<file path="src/rtl/spsram_banked_if.sv">
// Request/response bundle for the banked single-port SRAM.
// master drives requests; slave is the memory side.
interface spsram_banked_if #(
  parameter int BW_DATA = 64,
  parameter int BW_ADDR = 6
);
  logic                 i_req;
  logic                 i_wen;
  logic [BW_ADDR-1:0]   i_addr;
  logic [BW_DATA-1:0]   i_data;
  logic [BW_DATA/8-1:0] i_be;
  logic [BW_DATA-1:0]   o_data;
  logic                 o_valid;
  logic                 o_ready;

  modport master (
    output i_req, i_wen, i_addr, i_data, i_be,
    input  o_data, o_valid, o_ready
  );

  modport slave (
    input  i_req, i_wen, i_addr, i_data, i_be,
    output o_data, o_valid, o_ready
  );
endinterface

</file>
<file path="src/rtl/spsram_banked.sv">
// Banked single-port SRAM: rows of macros picked by upper address bits,
// columns concatenated for width, byte masks, zero-clear after reset.
module spsram_banked #(
  parameter int BW_DATA      = 64,
  parameter int BW_ADDR      = 6,
  parameter int BW_BANK_ADDR = 4,
  parameter int BW_SUB       = 32,
  parameter int RD_LAT       = 1
) (
  input logic             i_clk,
  input logic             i_rst,
  spsram_banked_if.slave  bus
);
  localparam int BW_ROW  = BW_ADDR - BW_BANK_ADDR;
  localparam int NUM_ROW = 2**BW_ROW;
  localparam int NUM_COL = BW_DATA / BW_SUB;
  localparam int DEPTH   = 2**BW_BANK_ADDR;
  localparam int NB_SUB  = BW_SUB / 8;

  localparam logic [0:0] ST_CLEAR = 1'b0;
  localparam logic [0:0] ST_READY = 1'b1;

  logic [0:0]              state_q;
  logic [BW_BANK_ADDR-1:0] clr_cnt_q;
  logic                    ready;
  logic                    wr_acc;
  logic                    rd_acc;
  logic [BW_ROW-1:0]       row;
  logic [NUM_ROW-1:0]      row_oh;
  logic [NUM_ROW-1:0]      we_row;
  logic [NUM_ROW-1:0]      re_row;
  logic [BW_BANK_ADDR-1:0] m_addr;
  logic [BW_DATA-1:0]      wdata;
  logic [BW_DATA/8-1:0]    wbe;

  assign ready  = (state_q == ST_READY);
  assign wr_acc = bus.i_req & ready & bus.i_wen;
  assign rd_acc = bus.i_req & ready & ~bus.i_wen;
  assign row    = bus.i_addr[BW_ADDR-1:BW_BANK_ADDR];

  always_comb begin
    row_oh      = '0;
    row_oh[row] = 1'b1;
  end

  // Clearing hijacks the port: every macro writes zero at the counter.
  assign m_addr = ready ? bus.i_addr[BW_BANK_ADDR-1:0] : clr_cnt_q;
  assign wdata  = ready ? bus.i_data : '0;
  assign wbe    = ready ? bus.i_be : '1;
  assign we_row = ready ? (wr_acc ? row_oh : '0) : '1;
  assign re_row = rd_acc ? row_oh : '0;

  always_ff @(posedge i_clk) begin
    if (i_rst) begin
      state_q   <= ST_CLEAR;
      clr_cnt_q <= '0;
    end else if (state_q == ST_CLEAR) begin
      clr_cnt_q <= clr_cnt_q + 1'b1;
      if (clr_cnt_q == BW_BANK_ADDR'(DEPTH - 1))
        state_q <= ST_READY;
    end
  end

  logic [NUM_ROW-1:0][BW_DATA-1:0] rdout;

  for (genvar r = 0; r < NUM_ROW; r++) begin : g_row
    for (genvar c = 0; c < NUM_COL; c++) begin : g_col
      logic [BW_SUB-1:0] mem [DEPTH];
      logic [BW_SUB-1:0] dout_q;

      always_ff @(posedge i_clk) begin
        if (we_row[r]) begin
          for (int b = 0; b < NB_SUB; b++) begin
            if (wbe[c*NB_SUB+b])
              mem[m_addr][8*b +: 8] <= wdata[c*BW_SUB+8*b +: 8];
          end
        end
        if (re_row[r])
          dout_q <= mem[m_addr];
      end

      assign rdout[r][c*BW_SUB +: BW_SUB] = dout_q;
    end
  end

  logic               rv_q;
  logic [NUM_ROW-1:0] rsel_q;
  logic [BW_DATA-1:0] rmux;

  always_ff @(posedge i_clk) begin
    if (i_rst) begin
      rv_q   <= 1'b0;
      rsel_q <= '0;
    end else begin
      rv_q <= rd_acc;
      if (rd_acc)
        rsel_q <= row_oh;
    end
  end

  always_comb begin
    rmux = '0;
    for (int r = 0; r < NUM_ROW; r++) begin
      if (rsel_q[r])
        rmux = rmux | rdout[r];
    end
  end

  logic               vld_q;
  logic [BW_DATA-1:0] dat_q;

  if (RD_LAT == 1) begin : g_lat1
    always_ff @(posedge i_clk) begin
      if (i_rst) begin
        vld_q <= 1'b0;
        dat_q <= '0;
      end else begin
        vld_q <= rv_q;
        if (rv_q)
          dat_q <= rmux;
      end
    end
  end else if (RD_LAT == 2) begin : g_lat2
    logic               v2_q;
    logic [BW_DATA-1:0] d2_q;

    always_ff @(posedge i_clk) begin
      if (i_rst) begin
        v2_q  <= 1'b0;
        d2_q  <= '0;
        vld_q <= 1'b0;
        dat_q <= '0;
      end else begin
        v2_q  <= rv_q;
        vld_q <= v2_q;
        if (rv_q)
          d2_q <= rmux;
        if (v2_q)
          dat_q <= d2_q;
      end
    end
  end else begin : g_bad_lat
    $error("spsram_banked: RD_LAT must be 1 or 2");
  end

  assign bus.o_ready = ready;
  assign bus.o_valid = vld_q;
  assign bus.o_data  = dat_q;
endmodule

</file>
<file path="src/flat_wrapper.sv">
// flat-port wrapper written by rule: the top's interface ports become plain ports
module spsram_banked_flat 
#(
  parameter int BW_DATA      = 64,
  parameter int BW_ADDR      = 6,
  parameter int BW_BANK_ADDR = 4,
  parameter int BW_SUB       = 32,
  parameter int RD_LAT       = 1
)
  (i_clk, i_rst, bus_i_req, bus_i_wen, bus_i_addr, bus_i_data, bus_i_be, bus_o_data, bus_o_valid, bus_o_ready);
  spsram_banked_if #(.BW_DATA(BW_DATA), .BW_ADDR(BW_ADDR)) bus_i ();
  input logic i_clk;
  input logic i_rst;
  input wire logic [$bits(bus_i.i_req)-1:0] bus_i_req;
  input wire logic [$bits(bus_i.i_wen)-1:0] bus_i_wen;
  input wire logic [$bits(bus_i.i_addr)-1:0] bus_i_addr;
  input wire logic [$bits(bus_i.i_data)-1:0] bus_i_data;
  input wire logic [$bits(bus_i.i_be)-1:0] bus_i_be;
  output wire logic [$bits(bus_i.o_data)-1:0] bus_o_data;
  output wire logic [$bits(bus_i.o_valid)-1:0] bus_o_valid;
  output wire logic [$bits(bus_i.o_ready)-1:0] bus_o_ready;
  assign bus_i.i_req = bus_i_req;
  assign bus_i.i_wen = bus_i_wen;
  assign bus_i.i_addr = bus_i_addr;
  assign bus_i.i_data = bus_i_data;
  assign bus_i.i_be = bus_i_be;
  assign bus_o_data = bus_i.o_data;
  assign bus_o_valid = bus_i.o_valid;
  assign bus_o_ready = bus_i.o_ready;
  spsram_banked #(.BW_DATA(BW_DATA), .BW_ADDR(BW_ADDR), .BW_BANK_ADDR(BW_BANK_ADDR), .BW_SUB(BW_SUB), .RD_LAT(RD_LAT)) u_core (.i_clk(i_clk), .i_rst(i_rst), .bus(bus_i));
endmodule
</file>
<file path="config.mk">
export PLATFORM = sky130hd
export DESIGN_NAME = spsram_banked_flat
export DESIGN_NICKNAME = d
export VERILOG_FILES = /design/src/rtl/spsram_banked_if.sv /design/src/rtl/spsram_banked.sv /design/src/flat_wrapper.sv
export SDC_FILE = /design/constraint.sdc
export NUM_CORES = 2
export LEC_CHECK = 0
export BUFFER_PORTS_ARGS = -buffer_cell sky130_fd_sc_hd__buf_2
export CAP_MARGIN = 10
export CORE_MARGIN = 2
export CORE_UTILIZATION = 44
export CTS_CLUSTER_DIAMETER = 60
export DETAILED_ROUTE_END_ITERATION = 10
export GPL_ROUTABILITY_DRIVEN = 0
export PLACE_DENSITY = 0.68
export SLEW_MARGIN = 20
export SYNTH_ARGS = -nofsm -noshare
export SYNTH_HDL_FRONTEND = slang
export SYNTH_SLANG_ARGS = --single-unit
</file>
<file path="constraint.sdc">
create_clock -name i_clk -period 5.8 [get_ports i_clk]
set_input_delay 0.58 -clock i_clk [delete_from_list [all_inputs] [get_ports i_clk]]
set_output_delay 0.58 -clock i_clk [all_outputs]
set_load 0.01 [all_outputs]
</file>
After elaboration in Yosys (flattened, before gate mapping)
Memory sizes are Yosys's and may differ from the RTL's. A register that Yosys moved wholly into a read port is not among the register bits.
Index checks and enable logic that the tools add are counted.
Widths: inputs -> output; s select.
{ "classes": {"n_reduce_logical": 1, "magnitude_cmp": 2, "bitwise": 7, "n_mux": 86, "n_addsub": 1, "n_eq_ne": 1} }
{ "op_table": {"columns": ["operator", "count"], "rows": [
  ["$mux 64", 5],
  ["$or 64x64->64", 3],
  ["$mux 1", 75],
  ["$mux 4", 4],
  ["$mux 8", 1],
  ["$add 4x1->4 const B", 1],
  ["$eq 4x4->1 const B", 1],
  ["$and 1x1->1", 3],
  ["$lt 2x3->1 const B", 1],
  ["$demux 1 s2", 1],
  ["$ge 2x1->1 const B", 1],
  ["$logic_and 1x1->1", 1],
  ["$not 1->1", 1]
]} }
{ "word_totals": {"n_memories": 8, "regBits": 75, "input_bits": 82, "ram_bits": 4096} }
{ "mem_list": {"columns": ["name", "words", "width", "rd", "rd_ports_with_merged_regs", "write_ports", "line_no", "text"], "rows": [
  ["u_core.g_row[0].g_col[0].mem", 16, 32, 1, 1, 1, "spsram_banked.sv:68", "logic [BW_SUB-1:0] mem [DEPTH];"],
  ["u_core.g_row[0].g_col[1].mem", 16, 32, 1, 1, 1, "spsram_banked.sv:68", null],
  ["u_core.g_row[1].g_col[0].mem", 16, 32, 1, 1, 1, "spsram_banked.sv:68", null],
  ["u_core.g_row[1].g_col[1].mem", 16, 32, 1, 1, 1, "spsram_banked.sv:68", null],
  ["u_core.g_row[2].g_col[0].mem", 16, 32, 1, 1, 1, "spsram_banked.sv:68", null],
  ["u_core.g_row[2].g_col[1].mem", 16, 32, 1, 1, 1, "spsram_banked.sv:68", null],
  ["2 more memories", null, null, null, null, null, null, null]
]} }

Depth between registers and ports, before layout
{ "depth": {"word_depth": 8, "ltp_mapped": 9} }

Worst setup path after synthesis
OpenSTA, ideal clock, no wires.
{ "synth_path": {"path_type": "reg-to-reg", "start": "reg u_core.state_q (netlist: u_core.bus.o_ready)", "end": "reg u_core.g_row[0].g_col[0].dout_q[0], read port of u_core.g_row[0].g_col[0].mem, enable pin", "n_path_buf": 4, "required_time_ns": 5.232, "path_stages_with_launch": 7, "setup_time_ns": 0.568, "arrival_time_ns": 5.720, "setup_slack_ns": -0.488, "synth_period_minus_slack_ns": 6.288, "cell_sequence": "dfxtp_1 -> buf_6 -> buf_4 -> buf_4 -> buf_2 -> nand3b_1 -> nor3_1"} }
{ "synth_via": {"elab_chain_cells": 3} }
{ "synth_lines": {"columns": ["item", "line_no", "text"], "rows": [
  ["start, declared", "spsram_banked.sv:23", "logic [0:0] state_q;"],
  ["start signal, assigned", "spsram_banked.sv:55", "state_q <= ST_CLEAR;"],
  ["start signal, assigned", "spsram_banked.sv:60", "state_q <= ST_READY;"],
  ["$and 1x1->1 (2 in series)", "spsram_banked.sv:38", "assign rd_acc = bus.i_req & ready & ~bus.i_wen;"],
  ["$mux 4", "spsram_banked.sv:51", "assign re_row = rd_acc ? row_oh : '0;"],
  ["named net u_core.re_row[0]", "spsram_banked.sv:31", "logic [NUM_ROW-1:0] re_row;"],
  ["end, declared", "spsram_banked.sv:69", "logic [BW_SUB-1:0] dout_q;"]
]} }
The timed path passes the listed nets, and every way through them passes these cells.
A chain may end at the register's enable or synchronous reset.

Worst setup path after layout
{ "layout_path": {"start": "reg u_core.state_q (netlist: u_core.bus.o_ready)", "end": "mem u_core.g_row[3].g_col[1].mem[5][22], enable pin"} }
{ "layout_via": {"elab_chain_cells": 6} }
{ "layout_lines": {"columns": ["item", "line_no", "text"], "rows": [
  ["$and 1x1->1 (2 in series)", "spsram_banked.sv:37", "assign wr_acc = bus.i_req & ready & bus.i_wen;"],
  ["$mux 4 (2 in series)", "spsram_banked.sv:50", "assign we_row = ready ? (wr_acc ? row_oh : '0) : '1;"],
  ["$mux 1", "spsram_banked.sv:72", "if (we_row[r]) begin"],
  ["$mux 1 (implied by the code)", "spsram_banked.sv:75", "mem[m_addr][8*b +: 8] <= wdata[c*BW_SUB+8*b +: 8];"],
  ["end, declared", "spsram_banked.sv:68", null]
]} }
Parallel ways exist; a longest one is shown, timed or not.

==> run_results.csv <==
group,metric,value,unit
hold_path,holdCritPathClass,"primary input to flop",
clock_tree,clkLatencyLatePin,1000,ps
floorplanning,fp.dieArea,0.431,mm²
sta,setup_repair_after_global_routing_missed_its_margin,"no",
sta,timing.fmax,0.239,GHz
drt,drt_wl_total,537000,µm
floorplanning,std_cell_rows,239,
drt,route.detailed.vias_per_inst,6.41,
cells_and_area,area.growth.synth_to_final,10.6,%
floorplanning,die_width,656,µm
grt,number_of_antenna_violations_at_the_first_check_in_global_routing,29,
floorplanning,start_util,44.2,%
yosys,post_synth_num_cell_types,46,
sta,max_slew_margin,3.57,%
grt,grt_pass1_wl,776000,µm
critical_path,critical_setup_path_kind,"flop to flop",
clock_tree,cts_max_path_buffers,4,
floorplanning,floorplan.io_pins,148,
yosys,yosys_most_used_dff,"sky130_fd_sc_hd__edfxtp_1",
clock_tree,cts_resizes,0,
drt,vias,114000,
cells_and_area,drive_gt1_share,16.8,%
sta,final.setup_skew,58.0,ps
drt,initialDrtViolationCount,16000,
clock_tree,htreeDepth,5,
placement,dp_hpwl,295000,µm
yosys,top_area_cell_type_share_of_the_netlist_area,69.8,%
critical_path,worst_setup_path_start_kind,"flop",
critical_path,critical_path.endpoint_type,"flop",
yosys,synth-seq-area-share,70.6,%
critical_path,critical_path.max_fanout,129,
drt,drtAntennaViolNets,0,
sta,final_period_minus_worst_setup_slack,4180,ps
sta,timing.final.setup_violations,0,
clock_tree,postCtsSetupRepairBufs,0,
sta,timing.final.hold_violations,0,
yosys,synth_top_cell_by_area,"sky130_fd_sc_hd__edfxtp_1",
grt,grt_overflow,0,
yosys,synthesis.instances,12000,
yosys,syn_area,0.187,mm²
critical_path,crit_required,6410,ps
power,leakage,64.7,nW
sta,final_max_slew_violation_count,0,
clock_tree,cts_made_buffers,427,
floorplanning,core,0.424,mm²
cells_and_area,finish.net_count,11800,
clock_tree,cts_root_buf,"sky130_fd_sc_hd__clkbuf_16",
sta,worst_slew_pin_slew,1450,ps
yosys,number_of_nets_produced_by_synthesis,12100,
cells_and_area,fillerInstances,34500,
outcome,outcome,"finished, final reports clean",
yosys,yosys_register_bits,4427,
yosys,synth-edff-count,4352,
sta,worst_hold_slack,124,ps
job,max-cap-violations,0,
sta,fin_tns_setup,0,ps
clock_tree,cts_tree,"yes",
drt,mean_routed_wirelength_per_cell,30.2,µm
yosys,synth_async_sr_flop_share,0,%
yosys,yosysWarningCount,0,
critical_path,critPathArrivalTime,4790,ps
floorplanning,die_h,656,µm
sta,fin_crit_sh,72.1,%
drt,detail_route.first_pass.iterations,8,
placement,place_ws,1490,ps
clock_tree,ctsHoldBuffers,0,
sta,layout_setup_ws,1620,ps
power,worst_ir_drop_vdd,0.296,mV
yosys,netlist_top_cells_area,"sky130_fd_sc_hd__edfxtp_1 (70%), sky130_fd_sc_hd__mux4_2 (6.2%), sky130_fd_sc_hd__nand2_1 (2.4%)",
clock_tree,cts_sinks,4427,
grt,grt_pass1_vias,111000,
placement,place.port_buffers,147,
grt,track_usage,24.1,%
yosys,post_synth.cell_area_avg,15.6,µm²
power,power.density,330,mW/mm²
grt,grt_max_degree,208,
drt,drc_violation_count_after_routing,0,
clock_tree,clk_transition_reported_paths,70,ps
==> stage by stage <==
step	instance area, µm²	power [W]	util (%)	std cells
finish	207000	0.0684	48.9	17800
global route	207000	0.0701	48.9	17800
CTS	207000	0.0685	48.8	17800
detailed placement	193000	0.0412	45.6	17000
global placement	193000	0.0411	45.6	17000
floorplan	187000	0.0397	-	12000
==> registers in the layout, summed over array words and instances (netlist names) <==
name and flops:
u_core.clr_cnt_q 4, u_core.rv_q 1, u_core.rsel_q 4, u_core.bus.o_ready 1
u_core.bus.o_valid 1, u_core.bus.o_data 64, u_core.g_row.g_col.dout_q 256, u_core.g_row.g_col.mem 4096
==> power by group <==
group / total (W) / internal, W / switching, W
combinational: 0.00479 / 0.00178 / 0.00301
clock: 0.0279 / 0.0157 / 0.0121
sequential: 0.0357 / 0.0355 / 0.000210
total: 0.0684 / 0.0531 / 0.0153
==> area by class of cell <==
| type | count | area [µm²] | share of cell area (%) |
|---|---|---|---|
| Clock buffer | 542 | 11600 | 5.58 |
| Sequential cell | 4427 | 132000 | 63.8 |
| Tap cell | 5663 | 7090 | 3.42 |
| Clock inverter | 251 | 2320 | 1.12 |
| Inverter | 287 | 1080 | 0.521 |
| Antenna cell | 30 | 75.1 | 0.0362 |
| Timing Repair Buffer | 403 | 3480 | 1.68 |
| Multi-Input combinational cell | 6180 | 49300 | 23.8 |
==> layout by cell type, fill, tap and decap left out, types with 67 or more instances in the layout <==
cell / count
sky130_fd_sc_hd__edfxtp_1: 4352
sky130_fd_sc_hd__nand2_1: 1203
sky130_fd_sc_hd__nor2_1: 582
sky130_fd_sc_hd__mux4_2: 512
sky130_fd_sc_hd__o21a_1: 512
sky130_fd_sc_hd__a21boi_0: 512
sky130_fd_sc_hd__o41ai_1: 512
sky130_fd_sc_hd__clkbuf_16: 435
sky130_fd_sc_hd__nor4bb_1: 371
sky130_fd_sc_hd__nand4b_1: 371
sky130_fd_sc_hd__o21ai_0: 371
sky130_fd_sc_hd__a31o_2: 361
sky130_fd_sc_hd__inv_1: 286
sky130_fd_sc_hd__o32ai_1: 282
sky130_fd_sc_hd__nand4_1: 256
sky130_fd_sc_hd__buf_4: 195
sky130_fd_sc_hd__buf_2: 144
sky130_fd_sc_hd__a22oi_1: 128
sky130_fd_sc_hd__clkinv_2: 93
sky130_fd_sc_hd__clkbuf_1: 80
sky130_fd_sc_hd__clkinv_1: 77
sky130_fd_sc_hd__dfxtp_1: 67
==> cells by family after synthesis <==
group / share of synthesized area, %
muxes: 6.17
xor gates and xnor gates: 0.00936
and+or+nand+nor: 8.50
DFF: 70.6
adders and majority gates: 0.00668
AOI/OAI and AO/OA: 11.5
buffers and inverters: 3.26
==> per-layer routing <==
layer	track usage [%]	part of all wire, %	routed length, µm	vias up
met1	33.1	39	207000	58400
met3	4.97	11	58600	1085
met4	9.95	4.2	22300	20
li1	-	-	-	47700
met2	37.6	46	248000	6770
met5	0	0.026	139	-
==> worst max-delay path, stage by stage, from the launching register on <==
cell                       delay [ps]
sky130_fd_sc_hd__dfxtp_4          530
sky130_fd_sc_hd__buf_12           310
sky130_fd_sc_hd__buf_12           230
sky130_fd_sc_hd__nand2b_1         710
sky130_fd_sc_hd__nand2_1          710
sky130_fd_sc_hd__nor2_1          1050
==> final timing paths <==
check | from | endpoint | slack, ps | cells past startpoint
max | u_core.bus.o_ready | u_core.g_row[3].g_col[1].mem[5][22] | 1620 | 5
min | i_rst | u_core.rsel_q[1] | 120 | 2
max reg2reg | u_core.bus.o_ready | u_core.g_row[3].g_col[1].mem[5][22] | 1620 | 5
min reg2reg | u_core.bus.o_data[5] | u_core.bus.o_data[5] | 480 | 2
==> cells in the mapped netlist (2+ instances only) <==
cell and number:
sky130_fd_sc_hd__mux2i_1 2, sky130_fd_sc_hd__o32ai_4 2, sky130_fd_sc_hd__nand4_1 256, sky130_fd_sc_hd__a311oi_1 64
sky130_fd_sc_hd__nand2b_1 13, sky130_fd_sc_hd__nand2_1 1220, sky130_fd_sc_hd__o21ai_0 371, sky130_fd_sc_hd__o32ai_1 282
sky130_fd_sc_hd__a31o_1 10, sky130_fd_sc_hd__a31o_2 361, sky130_fd_sc_hd__buf_1 71, sky130_fd_sc_hd__edfxtp_1 4352
sky130_fd_sc_hd__o32ai_2 2, sky130_fd_sc_hd__and2_1 64, sky130_fd_sc_hd__a22oi_1 128, sky130_fd_sc_hd__nor2b_1 3
sky130_fd_sc_hd__a21boi_0 512, sky130_fd_sc_hd__o21ai_1 3, sky130_fd_sc_hd__buf_4 8, sky130_fd_sc_hd__o22ai_2 2
sky130_fd_sc_hd__buf_6 56, sky130_fd_sc_hd__dfxtp_1 75, sky130_fd_sc_hd__nor4bb_1 371, sky130_fd_sc_hd__o41ai_1 512
sky130_fd_sc_hd__a21oi_1 5, sky130_fd_sc_hd__o21a_1 512, sky130_fd_sc_hd__inv_1 287, sky130_fd_sc_hd__nand3b_1 2
sky130_fd_sc_hd__clkbuf_1 732, sky130_fd_sc_hd__xnor2_1 2, sky130_fd_sc_hd__mux4_2 512, sky130_fd_sc_hd__nor2_1 587
sky130_fd_sc_hd__nand4b_1 371, sky130_fd_sc_hd__buf_2 265
Note: power is estimated with default switching activity, not from simulation.
